File: config.mk
export PLATFORM = sky130hd
export DESIGN_NAME = mem_access_ctrl
export DESIGN_NICKNAME = d
export VERILOG_FILES = /design/src/rtl/mem_access_ctrl.sv
export SDC_FILE = /design/constraint.sdc
export NUM_CORES = 1
export LEC_CHECK = 0
export CAP_MARGIN = 30
export CORE_MARGIN = 4
export CORE_UTILIZATION = 42
export CTS_CLUSTER_SIZE = 12
export DETAILED_ROUTE_END_ITERATION = 7
export GPL_ROUTABILITY_DRIVEN = 0
export PLACE_DENSITY = 0.86
export SLEW_MARGIN = 20
export SYNTH_ARGS = -nofsm -noshare
export SYNTH_HDL_FRONTEND = slang
export SYNTH_SLANG_ARGS = --single-unit
File: constraint.sdc
create_clock -name clk -period 2.5 [get_ports clk]
set_clock_uncertainty 0.2 [all_clocks]
set_input_delay 0.5 -clock clk [delete_from_list [all_inputs] [get_ports clk]]
set_output_delay 0.5 -clock clk [all_outputs]
set_load 0.01 [all_outputs]
File: src/rtl/mem_access_ctrl.sv
// -----------------------------------------------------------------------------
// mem_access_ctrl
//   Data-memory access stage between the execute-stage address/store-data
//   producer and a valid/ready memory bus. One load or store per transaction;
//   the pipeline is stalled (req_ready low) while a transaction is outstanding.
//   Load data is captured and returned together with the latched effective
//   address low bits for the write-back alignment mux.
//
// Optional feature (compile-time macro): MEM_TIMEOUT_EN
//   Defined   : a WAIT_RD watchdog of TIMEOUT_CYCLES cycles returns an error
//               response (resp_err=1, resp_rdata=0) if no data beat arrives.
//   Undefined : WAIT_RD waits indefinitely, resp_err is always 0.
//
// Ports
//   clk, resetn                 clock (rising edge), async active-low reset
//   req_*                       pipeline request (valid/ready, wen, addr,
//                               aligned wdata, byte strobes)
//   mem_req_*, mem_addr/wen/
//   mem_wdata/mem_strb          bus request channel (word address only)
//   mem_rdata_*                 bus read-data channel
//   resp_*                      response to write-back (rdata, ea, is_store,
//                               err)
// -----------------------------------------------------------------------------
module mem_access_ctrl #(
  parameter int TIMEOUT_CYCLES = 256,
  parameter int ADDR_WIDTH     = 32
) (
  input  logic                  clk,
  input  logic                  resetn,
  input  logic                  req_valid,
  output logic                  req_ready,
  input  logic                  req_wen,
  input  logic [ADDR_WIDTH-1:0] req_addr,
  input  logic [31:0]           req_wdata,
  input  logic [3:0]            req_strb,
  output logic                  mem_req_valid,
  input  logic                  mem_req_ready,
  output logic [ADDR_WIDTH-1:0] mem_addr,
  output logic                  mem_wen,
  output logic [31:0]           mem_wdata,
  output logic [3:0]            mem_strb,
  input  logic                  mem_rdata_valid,
  output logic                  mem_rdata_ready,
  input  logic [31:0]           mem_rdata,
  output logic                  resp_valid,
  input  logic                  resp_ready,
  output logic [31:0]           resp_rdata,
  output logic [1:0]            resp_ea,
  output logic                  resp_is_store,
  output logic                  resp_err
);

  typedef enum logic [1:0] {
    ST_IDLE    = 2'd0,
    ST_REQ     = 2'd1,
    ST_WAIT_RD = 2'd2,
    ST_RESP    = 2'd3
  } state_t;

  state_t                r_state;
  state_t                w_state_nxt;
  logic [ADDR_WIDTH-3:0] r_waddr;
  logic [1:0]            r_ea;
  logic                  r_wen;
  logic [31:0]           r_wdata;
  logic [3:0]            r_strb;
  logic [31:0]           r_rdata;
  logic                  r_err;
  logic                  w_accept;
  logic                  w_beat;
  logic                  w_timeout;

  // A watchdog shorter than two cycles cannot distinguish entry from expiry.
  if (TIMEOUT_CYCLES < 2) begin : g_bad_timeout
    $error("mem_access_ctrl: TIMEOUT_CYCLES must be at least 2");
  end

  assign w_accept = (r_state == ST_IDLE) && req_valid;
  // Read beats are only meaningful in WAIT_RD; in IDLE they are drained.
  assign w_beat   = (r_state == ST_WAIT_RD) && mem_rdata_valid;

`ifdef MEM_TIMEOUT_EN
  localparam int CNT_W = ($clog2(TIMEOUT_CYCLES) < 8) ? 8 : $clog2(TIMEOUT_CYCLES);
  localparam logic [CNT_W-1:0] CNT_LAST = CNT_W'(TIMEOUT_CYCLES - 1);

  logic [CNT_W-1:0] r_tcnt;

  // Watchdog: zero outside WAIT_RD (so it is clear on entry), counts inside.
  always_ff @(posedge clk or negedge resetn) begin
    if (!resetn) begin
      r_tcnt <= {CNT_W{1'b0}};
    end else if (r_state == ST_WAIT_RD) begin
      r_tcnt <= r_tcnt + {{(CNT_W-1){1'b0}}, 1'b1};
    end else begin
      r_tcnt <= {CNT_W{1'b0}};
    end
  end

  assign w_timeout = (r_state == ST_WAIT_RD) && (r_tcnt == CNT_LAST);
`else
  assign w_timeout = 1'b0;
`endif

  // State register.
  always_ff @(posedge clk or negedge resetn) begin
    if (!resetn) begin
      r_state <= ST_IDLE;
    end else begin
      r_state <= w_state_nxt;
    end
  end

  // Next-state logic.
  always_comb begin
    w_state_nxt = r_state;
    case (r_state)
      ST_IDLE: begin
        if (req_valid) begin
          // A store with no enabled bytes has nothing to put on the bus.
          if (req_wen && (req_strb == 4'b0000)) begin
            w_state_nxt = ST_RESP;
          end else begin
            w_state_nxt = ST_REQ;
          end
        end else begin
          w_state_nxt = ST_IDLE;
        end
      end
      ST_REQ: begin
        if (mem_req_ready) begin
          w_state_nxt = r_wen ? ST_RESP : ST_WAIT_RD;
        end else begin
          w_state_nxt = ST_REQ;
        end
      end
      ST_WAIT_RD: begin
        // A beat on the expiry cycle also lands here; the datapath lets it win.
        if (mem_rdata_valid || w_timeout) begin
          w_state_nxt = ST_RESP;
        end else begin
          w_state_nxt = ST_WAIT_RD;
        end
      end
      ST_RESP: begin
        if (resp_ready) begin
          w_state_nxt = ST_IDLE;
        end else begin
          w_state_nxt = ST_RESP;
        end
      end
      default: begin
        w_state_nxt = ST_IDLE;
      end
    endcase
  end

  // Request/response field capture.
  always_ff @(posedge clk or negedge resetn) begin
    if (!resetn) begin
      r_waddr <= {(ADDR_WIDTH-2){1'b0}};
      r_ea    <= 2'b00;
      r_wen   <= 1'b0;
      r_wdata <= 32'h0000_0000;
      r_strb  <= 4'b0000;
      r_rdata <= 32'h0000_0000;
      r_err   <= 1'b0;
    end else if (w_accept) begin
      r_waddr <= req_addr[ADDR_WIDTH-1:2];
      r_ea    <= req_addr[1:0];
      r_wen   <= req_wen;
      r_wdata <= req_wdata;
      r_strb  <= req_wen ? req_strb : 4'b0000;
      r_rdata <= 32'h0000_0000;
      r_err   <= 1'b0;
    end else if (w_beat) begin
      r_rdata <= mem_rdata;
    end else if (w_timeout) begin
      r_err   <= 1'b1;
    end
  end

  assign req_ready       = (r_state == ST_IDLE);
  assign mem_req_valid   = (r_state == ST_REQ);
  assign mem_rdata_ready = (r_state == ST_IDLE) || (r_state == ST_WAIT_RD);
  assign resp_valid      = (r_state == ST_RESP);

  assign mem_addr        = {r_waddr, 2'b00};
  assign mem_wen         = r_wen;
  assign mem_wdata       = r_wdata;
  assign mem_strb        = r_strb;

  assign resp_rdata      = r_rdata;
  assign resp_ea         = r_ea;
  assign resp_is_store   = r_wen;
  assign resp_err        = r_err;

endmodule
==> impl_metrics.tcl <==
set metrics [dict create \
    routedWlPerCell_um 18.32 \
    required_ps 1800 \
    dp_hpwl_um 8040 \
    min_path_cells 1 \
    path_cells "and2_1 -> clkdlybuf4s50_1" \
    worstPathMaxFanout 10 \
    port_buffers 212 \
    dp_cells 556 \
    worst_r2r_path_depth 3 \
    wl_met1_um 4105 \
    ioPinCount 216 \
    fin_crit_sh_pct 93.82 \
    rr_endpoint "resp_rdata[14]" \
    clock_tree.buffer_depth 2 \
    hp-class "reg -> reg" \
    initial_core_util_pct 43.95 \
    setup_tns_ps 0 \
    core_area_um2 8891 \
    totalWireLength_um 10460 \
    status "complete, no violations" \
    wl_met3_um 837 \
    area.growth.synth_to_final_pct 60.87 \
    die_x_um 104.5 \
    grt.total_usage_pct 19.65 \
    htree_levels 3 \
    maxSlewViolCount 0 \
    powerDensity_nw_per_um2 1201 \
    syn_inst 249 \
    syn_avg_cell_area_um2 15.69 \
    nFillCells 655 \
    irDropWorstVdd_mv 0.5957 \
    min_period_ps 2346 \
    clk_pin_slew_ps 90 \
    num_rows 34 \
    finalNonFillerCells 571 \
    ant_nets 0 \
    slew_headroom_pct 58.26 \
    cts_tree "built" \
    worst_ep_arrival_time_ps 1650 \
    finalNetCount 567 \
    ys_warn_count 0 \
    cap_violations 0 \
    critPathSlowestCell "dfrtp_1" \
    r2r_slack_ps 550 \
    end_kind "primary output" \
    antenna_cells 0 \
    ys_seq_area_share_pct 65.96 \
    dr_total_vias 2848 \
    setup_violations 0 \
    worst_pin_slew_ps 624.0 \
    rsz0062_at_grt "false" \
    holdWs_ps 290.1 \
    vias_per_cell 4.988 \
    hold_viol_final 0 \
    grt_first_pass_wirelength_um 16940 \
    clock_latency_ps 330 \
    max_freq_mhz 426.3 \
    critPathMaxStageDelay_ps 560 \
    min_from "mem_wdata[20]" \
    die_height_um 104.5 \
    gr-total-overflow 0 \
    clockRootBuffer "clkbuf_8" \
    cts-resized-gates 0 \
    antenna_found_initial 0 \
    fin_ws_ps 154.5 \
    hold_end "mem_wdata[20]" \
    grt_pass1_vias 3212 \
    p_leak_nw 2.659 \
    maxUsedRoutingLayer "met4" \
    first_pass_iters 4 \
    synth-seq-cells 103 \
    drt_iter0_markers 83 \
    synth_cell_types 24 \
    remaining_drc_errors 0 \
    cts_buffers 9 \
    r2r_start "r_state[1]" \
    wl_met2_um 5292 \
    post-place-ws_ps 209.0 \
    synthesis.area_um2 3907 \
    die_area_um2 10910 \
    start_kind "flop" \
    crit_type "reg -> out" \
    cts.sinks 103 \
    drive_above_1_share_pct 8.207 \
    grt_max_degree 70 \
]
==> routing by layer <==
metal	vias up	global-route usage, %
met5	-	0
met3	17	5.462
met1	1384	23.00
li1	1304	-
met4	0	7.217
met2	143	34.32
==> placed cells by master, fill, tap and decap left out, drive strengths merged <==
cell type,count
a21oi,1
a22o,32
a31o,1
a31oi,1
and2,1
and3,1
buf,6
bufinv,1
clkbuf,10
clkdlybuf4s50,211
clkinv,1
conb,3
dfrtp,103
dlygate4sd3,1
inv,8
mux2,66
nand2,3
nand3,4
nor2,2
nor3b,1
nor4,1
o21ai,4
o311ai,1
==> final cells by class <==
type	count	area, µm²	share of cell area, %
clock inverters	4	56.30	0.8957
multi-input cells	122	1162	18.49
flip-flops and latches	103	2577	41.00
repair buffers	218	2205	35.07
clock buffers	10	127.6	2.030
well taps	108	135.1	2.150
inverters	6	22.52	0.3583
==> worst max-delay path by stage <==
stage,endpoint,from,depth (start not counted)
2_1_floorplan,mem_wdata[0],r_state[1],5
3_3_place_gp,r_waddr[21],req_valid,4
3_5_place_dp,r_waddr[5],req_valid,4
4_1_cts,resp_valid,r_state[1],2
5_1_grt,resp_valid,r_state[1],2
6_report,resp_valid,r_state[1],2
==> synth_stat cells <==
cell type | instances | area, µm²
nor2_1 | 2 | 7.510
clkbuf_1 | 1 | 3.750
o21ai_0 | 4 | 20.02
buf_2 | 4 | 20.02
nand2_1 | 2 | 7.510
a31o_2 | 1 | 8.760
inv_1 | 5 | 18.77
inv_2 | 1 | 3.750
a21oi_1 | 1 | 5.000
and2_1 | 1 | 6.260
buf_4 | 9 | 67.56
nor3b_2 | 1 | 12.51
mux2_1 | 51 | 574.3
a31oi_1 | 1 | 6.260
nand3_1 | 4 | 20.02
and3_1 | 1 | 6.260
nand2_2 | 1 | 6.260
a22o_1 | 32 | 280.3
o311ai_0 | 1 | 8.760
dfrtp_1 | 103 | 2577
buf_6 | 6 | 67.56
conb_1 | 1 | 3.750
nor4_1 | 1 | 6.260
mux2_2 | 15 | 168.9
==> registers in the layout (all words and copies together) (netlist names) <==
signal	count
resp_ea	2
mem_strb	4
mem_wen	1
r_state	2
resp_rdata	32
mem_wdata	32
r_waddr	30
==> kinds of logic after synthesis <==
kind of cell,share of synthesized area [%]
compound gates,8.422
buf+inv,4.643
flops,65.96
mux,19.02
other cells,0.09597
simple gates,1.858
==> stage by stage <==
stage / power [mW] / cell area [µm²] / util (%)
6_report: 7.549 / 6286 / 70.70
5_1_grt: 8.011 / 6286 / 70.70
4_1_cts: 7.656 / 6286 / 70.70
3_5_place_dp: 6.632 / 6092 / 68.52
3_3_place_gp: 6.483 / 6092 / 68.52
2_1_floorplan: 4.438 / 3915 / -
==> worst max-delay path: cells and delay by family, from the launching register on <==
kind / cells / cell delay, ps
buffers and inverters: 1 / 560
DFF: 1 / 560
and+or+nand+nor: 1 / 180
==> repair_timing <==
action | CTS | global route
endpoints found under the hold margin | 23 | 0
setup buffers | 0 | 0
hold buffers | 1 | 0
==> report_power, final <==
group / total [mW] / internal, mW / switching (mW)
logic: 3.57 / 2.22 / 1.35
registers: 2.98 / 2.49 / 0.483
clock network: 1.00 / 0.463 / 0.537
total: 7.55 / 5.18 / 2.37
No activity file was read; power rests on OpenSTA's default activity.
